$ cat src/rtl/divisor_parametrico_if.sv
// Operand/result bundle for divisor_parametrico: request side (Start, Signo, Num, Den) and result side.
// master drives requests and reads results; slave is the divider.
interface divisor_parametrico_if #(
  parameter int TAMANYO = 32
);
  logic               Start;
  logic               Signo;
  logic [TAMANYO-1:0] Num;
  logic [TAMANYO-1:0] Den;
  logic [TAMANYO-1:0] Coc;
  logic [TAMANYO-1:0] Res;
  logic               Done;
  logic               Busy;
  logic               Ovf;
  logic               DivCero;

  modport master (
    output Start, Signo, Num, Den,
    input  Coc, Res, Done, Busy, Ovf, DivCero
  );

  modport slave (
    input  Start, Signo, Num, Den,
    output Coc, Res, Done, Busy, Ovf, DivCero
  );
endinterface

$ cat src/rtl/divisor_parametrico.sv
// Iterative restoring divider, signed/unsigned; Done pulses TAMANYO+1 edges after accept, Start ignored while Busy.
// Optional DIVISOR_DIV_CERO_DETECT_EN: zero divisor skips iteration, Done 2 edges after accept with DivCero=1.
module divisor_parametrico #(
  parameter int TAMANYO = 32
) (
  input logic                  CLK,
  input logic                  RSTa,
  divisor_parametrico_if.slave bus
);
  localparam int CW = $clog2(TAMANYO);

  typedef enum logic [1:0] {
    IDLE = 2'd0,
    ITER = 2'd1,
    FIN  = 2'd2
  } state_t;

  state_t             r_state;
  logic               r_signo;
  logic               r_sn;
  logic               r_sd;
  logic               r_ovf_pend;
  logic               r_done;
  logic               r_ovf;
  logic [TAMANYO-1:0] r_accu;
  logic [TAMANYO-1:0] r_q;
  logic [TAMANYO-1:0] r_m;
  logic [TAMANYO-1:0] r_coc;
  logic [TAMANYO-1:0] r_res;
  logic [CW-1:0]      r_cnt;

  logic               w_num_neg;
  logic               w_den_neg;
  logic               w_ovf_in;
  logic               w_ge;
  logic [TAMANYO-1:0] w_num_mag;
  logic [TAMANYO-1:0] w_den_mag;
  logic [TAMANYO:0]   w_shift;
  logic [TAMANYO-1:0] w_accu_nx;
  logic [TAMANYO-1:0] w_q_nx;
  logic [TAMANYO-1:0] w_q_fin;
  logic [TAMANYO-1:0] w_coc_fin;
  logic [TAMANYO-1:0] w_rem_mag;
  logic [TAMANYO-1:0] w_rem_fin;

  assign w_num_neg = bus.Signo & bus.Num[TAMANYO-1];
  assign w_den_neg = bus.Signo & bus.Den[TAMANYO-1];
  assign w_num_mag = w_num_neg ? -bus.Num : bus.Num;
  assign w_den_mag = w_den_neg ? -bus.Den : bus.Den;
  // Only -2^(N-1) / -1 overflows; its magnitude quotient already wraps to the required value.
  assign w_ovf_in  = bus.Signo & bus.Num[TAMANYO-1] & ~|bus.Num[TAMANYO-2:0] & &bus.Den;

  // Compare on N+1 bits so divisors up to 2^N-1 work; the difference itself always fits in N bits.
  assign w_shift   = {r_accu, r_q[TAMANYO-1]};
  assign w_ge      = (w_shift >= {1'b0, r_m});
  assign w_accu_nx = w_ge ? (w_shift[TAMANYO-1:0] - r_m) : w_shift[TAMANYO-1:0];
  assign w_q_nx    = {r_q[TAMANYO-2:0], w_ge};
  assign w_q_fin   = (r_signo & (r_sn ^ r_sd)) ? -r_q : r_q;

`ifdef DIVISOR_DIV_CERO_DETECT_EN
  logic r_dz;
  logic r_divcero;
  logic w_den_zero;

  assign w_den_zero  = ~|bus.Den;
  // On the early-exit path the dividend magnitude is still parked in r_q.
  assign w_rem_mag   = r_dz ? r_q : r_accu;
  assign w_coc_fin   = r_dz ? '1 : w_q_fin;
  assign bus.DivCero = r_divcero;
`else
  assign w_rem_mag   = r_accu;
  assign w_coc_fin   = w_q_fin;
  assign bus.DivCero = 1'b0;
`endif

  assign w_rem_fin = (r_signo & r_sn) ? -w_rem_mag : w_rem_mag;

  always_ff @(posedge CLK) begin
    if (!RSTa) begin
      r_state    <= IDLE;
      r_done     <= 1'b0;
      r_ovf      <= 1'b0;
      r_coc      <= '0;
      r_res      <= '0;
      r_signo    <= 1'b0;
      r_sn       <= 1'b0;
      r_sd       <= 1'b0;
      r_ovf_pend <= 1'b0;
      r_accu     <= '0;
      r_q        <= '0;
      r_m        <= '0;
      r_cnt      <= '0;
`ifdef DIVISOR_DIV_CERO_DETECT_EN
      r_dz       <= 1'b0;
      r_divcero  <= 1'b0;
`endif
    end else begin
      r_done <= 1'b0;
      case (r_state)
        IDLE: begin
          if (bus.Start) begin
            r_signo    <= bus.Signo;
            r_sn       <= w_num_neg;
            r_sd       <= w_den_neg;
            r_ovf_pend <= w_ovf_in;
            r_accu     <= '0;
            r_q        <= w_num_mag;
            r_m        <= w_den_mag;
            r_cnt      <= CW'(TAMANYO - 1);
            r_state    <= ITER;
`ifdef DIVISOR_DIV_CERO_DETECT_EN
            r_dz       <= w_den_zero;
            if (w_den_zero) begin
              r_cnt   <= CW'(1);
              r_state <= FIN;
            end
`endif
          end
        end
        ITER: begin
          r_accu <= w_accu_nx;
          r_q    <= w_q_nx;
          if (r_cnt == '0) begin
            r_state <= FIN;
          end else begin
            r_cnt <= r_cnt - CW'(1);
          end
        end
        FIN: begin
          // A non-zero count here is the zero-divisor path waiting one extra cycle.
          if (r_cnt != '0) begin
            r_cnt <= r_cnt - CW'(1);
          end else begin
            r_coc   <= w_coc_fin;
            r_res   <= w_rem_fin;
            r_ovf   <= r_ovf_pend;
            r_done  <= 1'b1;
            r_state <= IDLE;
`ifdef DIVISOR_DIV_CERO_DETECT_EN
            r_divcero <= r_dz;
`endif
          end
        end
        default: r_state <= IDLE;
      endcase
    end
  end

  assign bus.Coc  = r_coc;
  assign bus.Res  = r_res;
  assign bus.Done = r_done;
  assign bus.Ovf  = r_ovf;
  assign bus.Busy = (r_state != IDLE);
endmodule

$ cat src/flat_wrapper.sv
// flat-port wrapper written by rule: the top's interface ports become plain ports
module divisor_parametrico_flat 
#(
  parameter int TAMANYO = 32
)
  (CLK, RSTa, bus_Start, bus_Signo, bus_Num, bus_Den, bus_Coc, bus_Res, bus_Done, bus_Busy, bus_Ovf, bus_DivCero);
  divisor_parametrico_if #(.TAMANYO(TAMANYO)) bus_i ();
  input logic CLK;
  input logic RSTa;
  input wire logic [$bits(bus_i.Start)-1:0] bus_Start;
  input wire logic [$bits(bus_i.Signo)-1:0] bus_Signo;
  input wire logic [$bits(bus_i.Num)-1:0] bus_Num;
  input wire logic [$bits(bus_i.Den)-1:0] bus_Den;
  output wire logic [$bits(bus_i.Coc)-1:0] bus_Coc;
  output wire logic [$bits(bus_i.Res)-1:0] bus_Res;
  output wire logic [$bits(bus_i.Done)-1:0] bus_Done;
  output wire logic [$bits(bus_i.Busy)-1:0] bus_Busy;
  output wire logic [$bits(bus_i.Ovf)-1:0] bus_Ovf;
  output wire logic [$bits(bus_i.DivCero)-1:0] bus_DivCero;
  assign bus_i.Start = bus_Start;
  assign bus_i.Signo = bus_Signo;
  assign bus_i.Num = bus_Num;
  assign bus_i.Den = bus_Den;
  assign bus_Coc = bus_i.Coc;
  assign bus_Res = bus_i.Res;
  assign bus_Done = bus_i.Done;
  assign bus_Busy = bus_i.Busy;
  assign bus_Ovf = bus_i.Ovf;
  assign bus_DivCero = bus_i.DivCero;
  divisor_parametrico #(.TAMANYO(TAMANYO)) u_core (.CLK(CLK), .RSTa(RSTa), .bus(bus_i));
endmodule
$ cat config.mk
export PLATFORM = sky130hd
export DESIGN_NAME = divisor_parametrico_flat
export DESIGN_NICKNAME = d
export VERILOG_FILES = /design/src/rtl/divisor_parametrico_if.sv /design/src/rtl/divisor_parametrico.sv /design/src/flat_wrapper.sv
export SDC_FILE = /design/constraint.sdc
export NUM_CORES = 1
export LEC_CHECK = 0
export CORE_ASPECT_RATIO = 0.8
export CORE_MARGIN = 5
export CORE_UTILIZATION = 45
export DETAILED_ROUTE_END_ITERATION = 7
export PLACE_DENSITY_LB_ADDON = 0.1
export RECOVER_POWER = 50
export SETUP_SLACK_MARGIN = 0.2
export SYNTH_ARGS = -nofsm -noshare
export SYNTH_HDL_FRONTEND = slang
export SYNTH_SLANG_ARGS = --single-unit
$ cat constraint.sdc
create_clock -name CLK -period 3 [get_ports CLK]
set_input_delay 0.6 -clock CLK [delete_from_list [all_inputs] [get_ports CLK]]
set_output_delay 0.6 -clock CLK [all_outputs]
set_load 0.03 [all_outputs]
-- Word level (Yosys, flattened, before mapping)
Cells that the tools add are included.
- register bits after elaboration: 173
- logic and storage cells: 68
- add/sub/neg operators: 6
- $lt $le $gt $ge: 1
- equal/unequal tests: 7
- multiplexer cells: 18
- bitwise logic cells: 8
- reduce and logical (&&, ||, !) cells: 15
- operators by type and width (operator ; count):
    $mux W32 ; 7
    $neg A32 Y32 ; 4
    $pmux W32 S2 ; 2
    $ge A33 B32 Y1 ; 1
    $reduce_and A32 Y1 ; 1
    $sub A32 B32 Y32 ; 1
    $reduce_or A31 Y1 ; 1
    $mux W5 ; 3
    $pmux W5 S3 ; 1
    $reduce_and A2 Y1 ; 4
    $and A1 B1 Y1 ; 6
    $mux W2 ; 3
    $ne A2 B2 Y1 const B ; 3
    $pmux W2 S3 ; 1
    $logic_not A5 Y1 ; 1
    $reduce_bool A5 Y1 ; 1
    $sub A5 B1 Y5 const B ; 1
    $ne A2 B1 Y1 const B ; 2
    $reduce_and A4 Y1 ; 1
    $reduce_bool A2 Y1 ; 2
    $reduce_and A3 Y1 ; 1
    $reduce_bool A3 Y1 ; 1
    $eq A2 B1 Y1 const B ; 1
    $eq A2 B2 Y1 const B ; 1
    other kinds (5) ; 5

-- Logic depth before layout (Yosys ltp)
- depth in word-level cells: 4
- mapped depth: 13
- depth with buffers taken out: 12

-- Least setup slack after synthesis
Ideal clock, no wire load.
- path kind: register to register
- start: register u_core.r_accu[19]
- end: register u_core.r_accu[29]
- library setup time: 0.126 ns
- arrival time: 2.773 ns
- slack: 0.101 ns
- stages on the path, launching flop included: 13
- path buffers: 3
- path through: dfxtp_1 -> ha_1 -> clkbuf_1 -> nand2_1 -> or4_1 -> or4_1 -> nand3_2 -> a21oi_2 -> nor2b_4 -> buf_6 -> buf_2 -> a32oi_1 -> o31ai_1
- word-level cells in the longest chain between the ends: 3
- RTL lines (what ; line ; RTL):
    start, declared ; divisor_parametrico.sv:25 ; logic [TAMANYO-1:0] r_accu;
    start signal, assigned ; divisor_parametrico.sv:121 ; r_accu <= w_accu_nx;
    $sub A32 B32 Y32 / $ge A33 B32 Y1 (equally long branches) ; divisor_parametrico.sv:56, divisor_parametrico.sv:55 ;
    $mux W32 (*) ; divisor_parametrico.sv:56 ; assign w_accu_nx = w_ge ? (w_shift[TAMANYO-1:0] - r_m) : w_shift[TAMANYO-1:0];
    $pmux W32 S2 (*) ; divisor_parametrico.sv:99 ; case (r_state)
Every way passes the cells marked *; elsewhere a longest branch is shown, timed or not.
A chain may end at the register's enable or synchronous reset.

-- Final worst setup path
- start: register u_core.r_m[4]
- end: register u_core.r_accu[25]
- word-level cells in the longest chain between the ends: 3
- RTL lines (what ; line ; RTL):
    start, declared ; divisor_parametrico.sv:27 ; logic [TAMANYO-1:0] r_m;
    start signal, assigned ; divisor_parametrico.sv:108 ; r_m <= w_den_mag;
    $sub A32 B32 Y32 / $ge A33 B32 Y1 (equally long branches) ; divisor_parametrico.sv:56, divisor_parametrico.sv:55 ;
    $mux W32 (*) ; divisor_parametrico.sv:56 ;
    $pmux W32 S2 (*) ; divisor_parametrico.sv:99 ;
Marked as above.

==> Flow_metrics.wiki <==
{| class="wikitable"
! Metric !! Value
|-
| Average routed wire per standard cell || 18.5 um
|-
| Cell types with the largest area share after synthesis || dfxtp_1 (31%), a21oi_1 (6.0%), xnor2_1 (5.5%), xor2_1 (5.4%), nand2_1 (5.0%)
|-
| CTS max path bufs || 2
|-
| Most used DFF post-synth || dfxtp_1
|-
| Initial DRC Count || 1065
|-
| Transition time at the pin with the least slew margin || roughly 1.0 ns
|-
| Total Die Area || 0.0278 mm^2
|-
| Layout-stage area growth over the synthesis result || 30.3%
|-
| Final Cell Area || around 0.014 mm^2
|-
| Overall die width || between 150 and 200 um
|-
| Hold WC Path Type || flip-flop to flip-flop
|-
| Number of distinct standard cells referenced by the synthesized netlist || 65
|-
| Global placement routability congestion || about 0.95
|-
| Fmax || 356 MHz
|-
| Root cell of the clock tree || clkbuf_16
|-
| Die height || 150 um
|-
| IO Port Bufs || approximately 130
|-
| Rows || 51
|-
| Leak pwr || 5.75 nW
|-
| Total number of clock tree sinks || ~170
|-
| Vias in the first global route || about 10000
|-
| Average footprint of a synthesized cell || about 7.6 um^2
|-
| Post-synthesis cell count || 1452
|-
| Yosys top cell by area || dfxtp_1
|-
| Crit Path Category || flip-flop to flip-flop
|-
| TritonCTS clock tree || yes
|-
| DR vias/cell || 5.72
|-
| Post-detailed-routing wire length || 36700 um
|-
| IO Count || 136
|-
| Final Cycle Share || 0.937
|-
| Crit Path Max Fanout || 6
|-
| Number of nets in the synthesized netlist || 1564
|-
| Ratio of cells with drive above 1 in the final layout || 0.140
|-
| Post-detail-place hpwl || 27700 um
|-
| Drt first pass iters || 8
|-
| Endpoint arrival time on the critical path || 3.12 ns
|-
| Number of failing setup endpoints in the final timing report || 0
|-
| Nets@finish || 1767
|-
| Status || finished, final reports clean
|-
| Power after layout || 6.49 mW
|-
| Number of enable-type register cells in the synthesized netlist || 0
|-
| Standard cell area after detailed placement || around 0.013 mm^2
|-
| Global-route wire length before repair || 56100 um
|-
| Sequential share of the synthesized area || 0.313
|-
| Fill cell count || 2286
|-
| Overall overflow remaining after global route || 0
|-
| Most frequent cell after synthesis || dfxtp_1
|-
| Setup repair after global routing missed its margin || true
|-
| Required time of the critical path || 3.31 ns
|-
| Fraction of registers with async set or reset after synthesis || 0
|-
| Total global-route track usage || 0.253
|-
| Launching element type of the critical path || flip-flop
|-
| Final critical delay including setup and external delays || ~2.8 ns
|-
| Biggest cell delay along the critical path || 0.55 ns
|-
| Number of antenna cells inserted || 0
|-
| Synthesized flop and latch total || 173
|-
| Netlist Area Pre-Place || 0.0111 mm^2
|-
| Share of the synthesized area in the top cell type || 0.313
|-
| Insertion delay to the later sink of the worst-skew pair || 0.44 ns
|-
| Yosys synthesis warning count || 0
|-
| Max-slew headroom at the worst pin || 0.315
|-
| Pin count of the biggest net entering global routing || 73
|-
| CTS Buf Count || 17
|-
| Number of max-slew violations in the final report || 0
|-
| Cell at the slowest stage of the critical path || or4_4
|-
| Total placed cells including tap cells || slightly below 2000
|-
| Reported max-cap violation count || 0
|-
| Cell area power density || 450 mW/mm^2
|-
| Clock skew after layout || 0.0164 ns
|-
| Final hold violation count || 0
|-
| Number of antenna violations at the first check in global routing || 0
|-
| Starting Density || 0.456
|-
| Core area || 0.0242 mm^2
|-
| Post-route DRC || 0
|-
| # H-tree levels || 4
|-
| Crit. End Element || flip-flop
|-
| Routed vias || ~11000
|-
| Worst voltage drop across the vdd grid || 0.377 mV
|-
| Critical-path cell list || inv_2 -> ha_4 -> nand4_1 -> or4_1 -> or4_4 -> nand3_4 -> a21oi_4 -> nor2b_4 -> buf_6 -> a32oi_1 -> o21ai_1
|-
| Post-route antenna net violation count || 0
|-
| Register clock-pin slew on the reported worst setup and hold paths || 0.07 ns
|-
| Commonest cells post-synth || dfxtp_1 (173), nand2_1 (148), nor2_1 (144), a21oi_1 (132), o21ai_0 (108)
|-
| Number of cells in the finished layout apart from fillers || 1986
|}
==> worst max-delay path, delay by kind of cell (launching register included) <==
kind,cells,cell delay (ns)
AO/OA/AOI/OAI,3,0.35
AND/OR/NAND/NOR,5,1.47
adder cells (fa/ha/maj),1,0.30
flip-flops,1,0.34
buffers and inverters,2,0.22
==> path summary, 6_finish.rpt <==
path / slack, ns / from / cells past startpoint / endpoint
setup / recovery: 0.19 / u_core.r_m[4]$_SDFFE_PN0P_ / 11 / u_core.r_accu[25]$_SDFFE_PN0P_
hold / removal: 0.46 / u_core.bus.Res[0]$_SDFFE_PN0P_ / 2 / u_core.bus.Res[0]$_SDFFE_PN0P_
setup reg to reg: 0.19 / u_core.r_m[4]$_SDFFE_PN0P_ / 11 / u_core.r_accu[25]$_SDFFE_PN0P_
hold reg to reg: 0.46 / u_core.bus.Res[0]$_SDFFE_PN0P_ / 2 / u_core.bus.Res[0]$_SDFFE_PN0P_
==> registers in the layout, summed over array words and instances, names as in the netlist, 2 cells and up <==
register        count
u_core.r_q         32
u_core.r_state      2
u_core.bus.Coc     32
u_core.r_accu      32
u_core.r_cnt        5
u_core.r_m         32
u_core.bus.Res     32
==> report_power, final <==
group          leakage, nW  switching [mW]  internal [mW]
Combinational         4.06            1.01          0.695
Clock                0.286            1.11           1.12
Sequential            1.41           0.141           2.42
Total                 5.75            2.26           4.24
==> cells by family (layout without fill, tap and decap cells) <==
group | after synthesis | after routing | share of synthesized area
simple gates | 467 | 469 | 0.198
other cells | 1 | 1 | 0.000339
fa+ha+maj | 44 | 44 | 0.0505
xor+xnor | 137 | 137 | 0.109
flops | 173 | 173 | 0.313
buf+inv | 160 | 374 | 0.0576
mux | 20 | 20 | 0.0182
compound gates | 450 | 450 | 0.253
==> placed cells by master, fill, tap and decap left out, types with 12 or more instances in the layout <==
cell / count
nand2_1: 148
a21oi_1: 129
o211ai_1: 13
mux2i_1: 19
a32oi_1: 14
o21ai_1: 24
a311oi_1: 13
dlygate4sd3_1: 68
xnor2_1: 69
ha_4: 12
a211oi_1: 66
ha_1: 30
clkdlybuf4s50_1: 66
nor2_1: 143
xor2_1: 68
clkbuf_16: 18
buf_4: 126
dfxtp_1: 166
nand4_1: 21
nor4_1: 16
nand3_1: 29
o21ai_0: 98
o31ai_1: 17
or3_1: 17
o41ai_1: 16
a31oi_1: 13
inv_1: 58
nor3_1: 25
==> cell type report <==
cell class              count  area [um^2]  share of cell area
inverters                  68          256              0.0178
clock buffers              17          425              0.0295
clock inverters            15          160              0.0111
well taps                 318          398              0.0276
multi-input cells        1121         7260               0.503
flip-flops and latches    173         3470               0.241
repair buffers            274         2440               0.170
==> stage by stage <==
stage	setup TNS, ns	hold WS [ns]	setup slack [ns]	util
after floorplan	0	0.432	0.201	-
after global placement	-0.101	0.442	-0.0557	0.556
after detailed placement	-0.278	0.447	-0.0771	0.556
after CTS	0	0.457	0.206	0.583
after global routing	0	0.485	0.112	0.594
final	0	0.458	0.189	0.594
==> timing repair <==
item	CTS	global route
resized for setup	15	56
hold buffers	0	0
setup endpoints to repair	33	41
pin swaps	4	16
setup buffers	1	5
gates cloned	0	4
==> layer usage <==
metal  routed length [um]  up-vias  track usage
met2                14400      451        0.336
met5                    0        -            0
li1                     -     5614            -
met3                 2950       20       0.0548
met1                19100     5273        0.414
met4                  251        0       0.0389
Power figures use the tool's default switching activity.
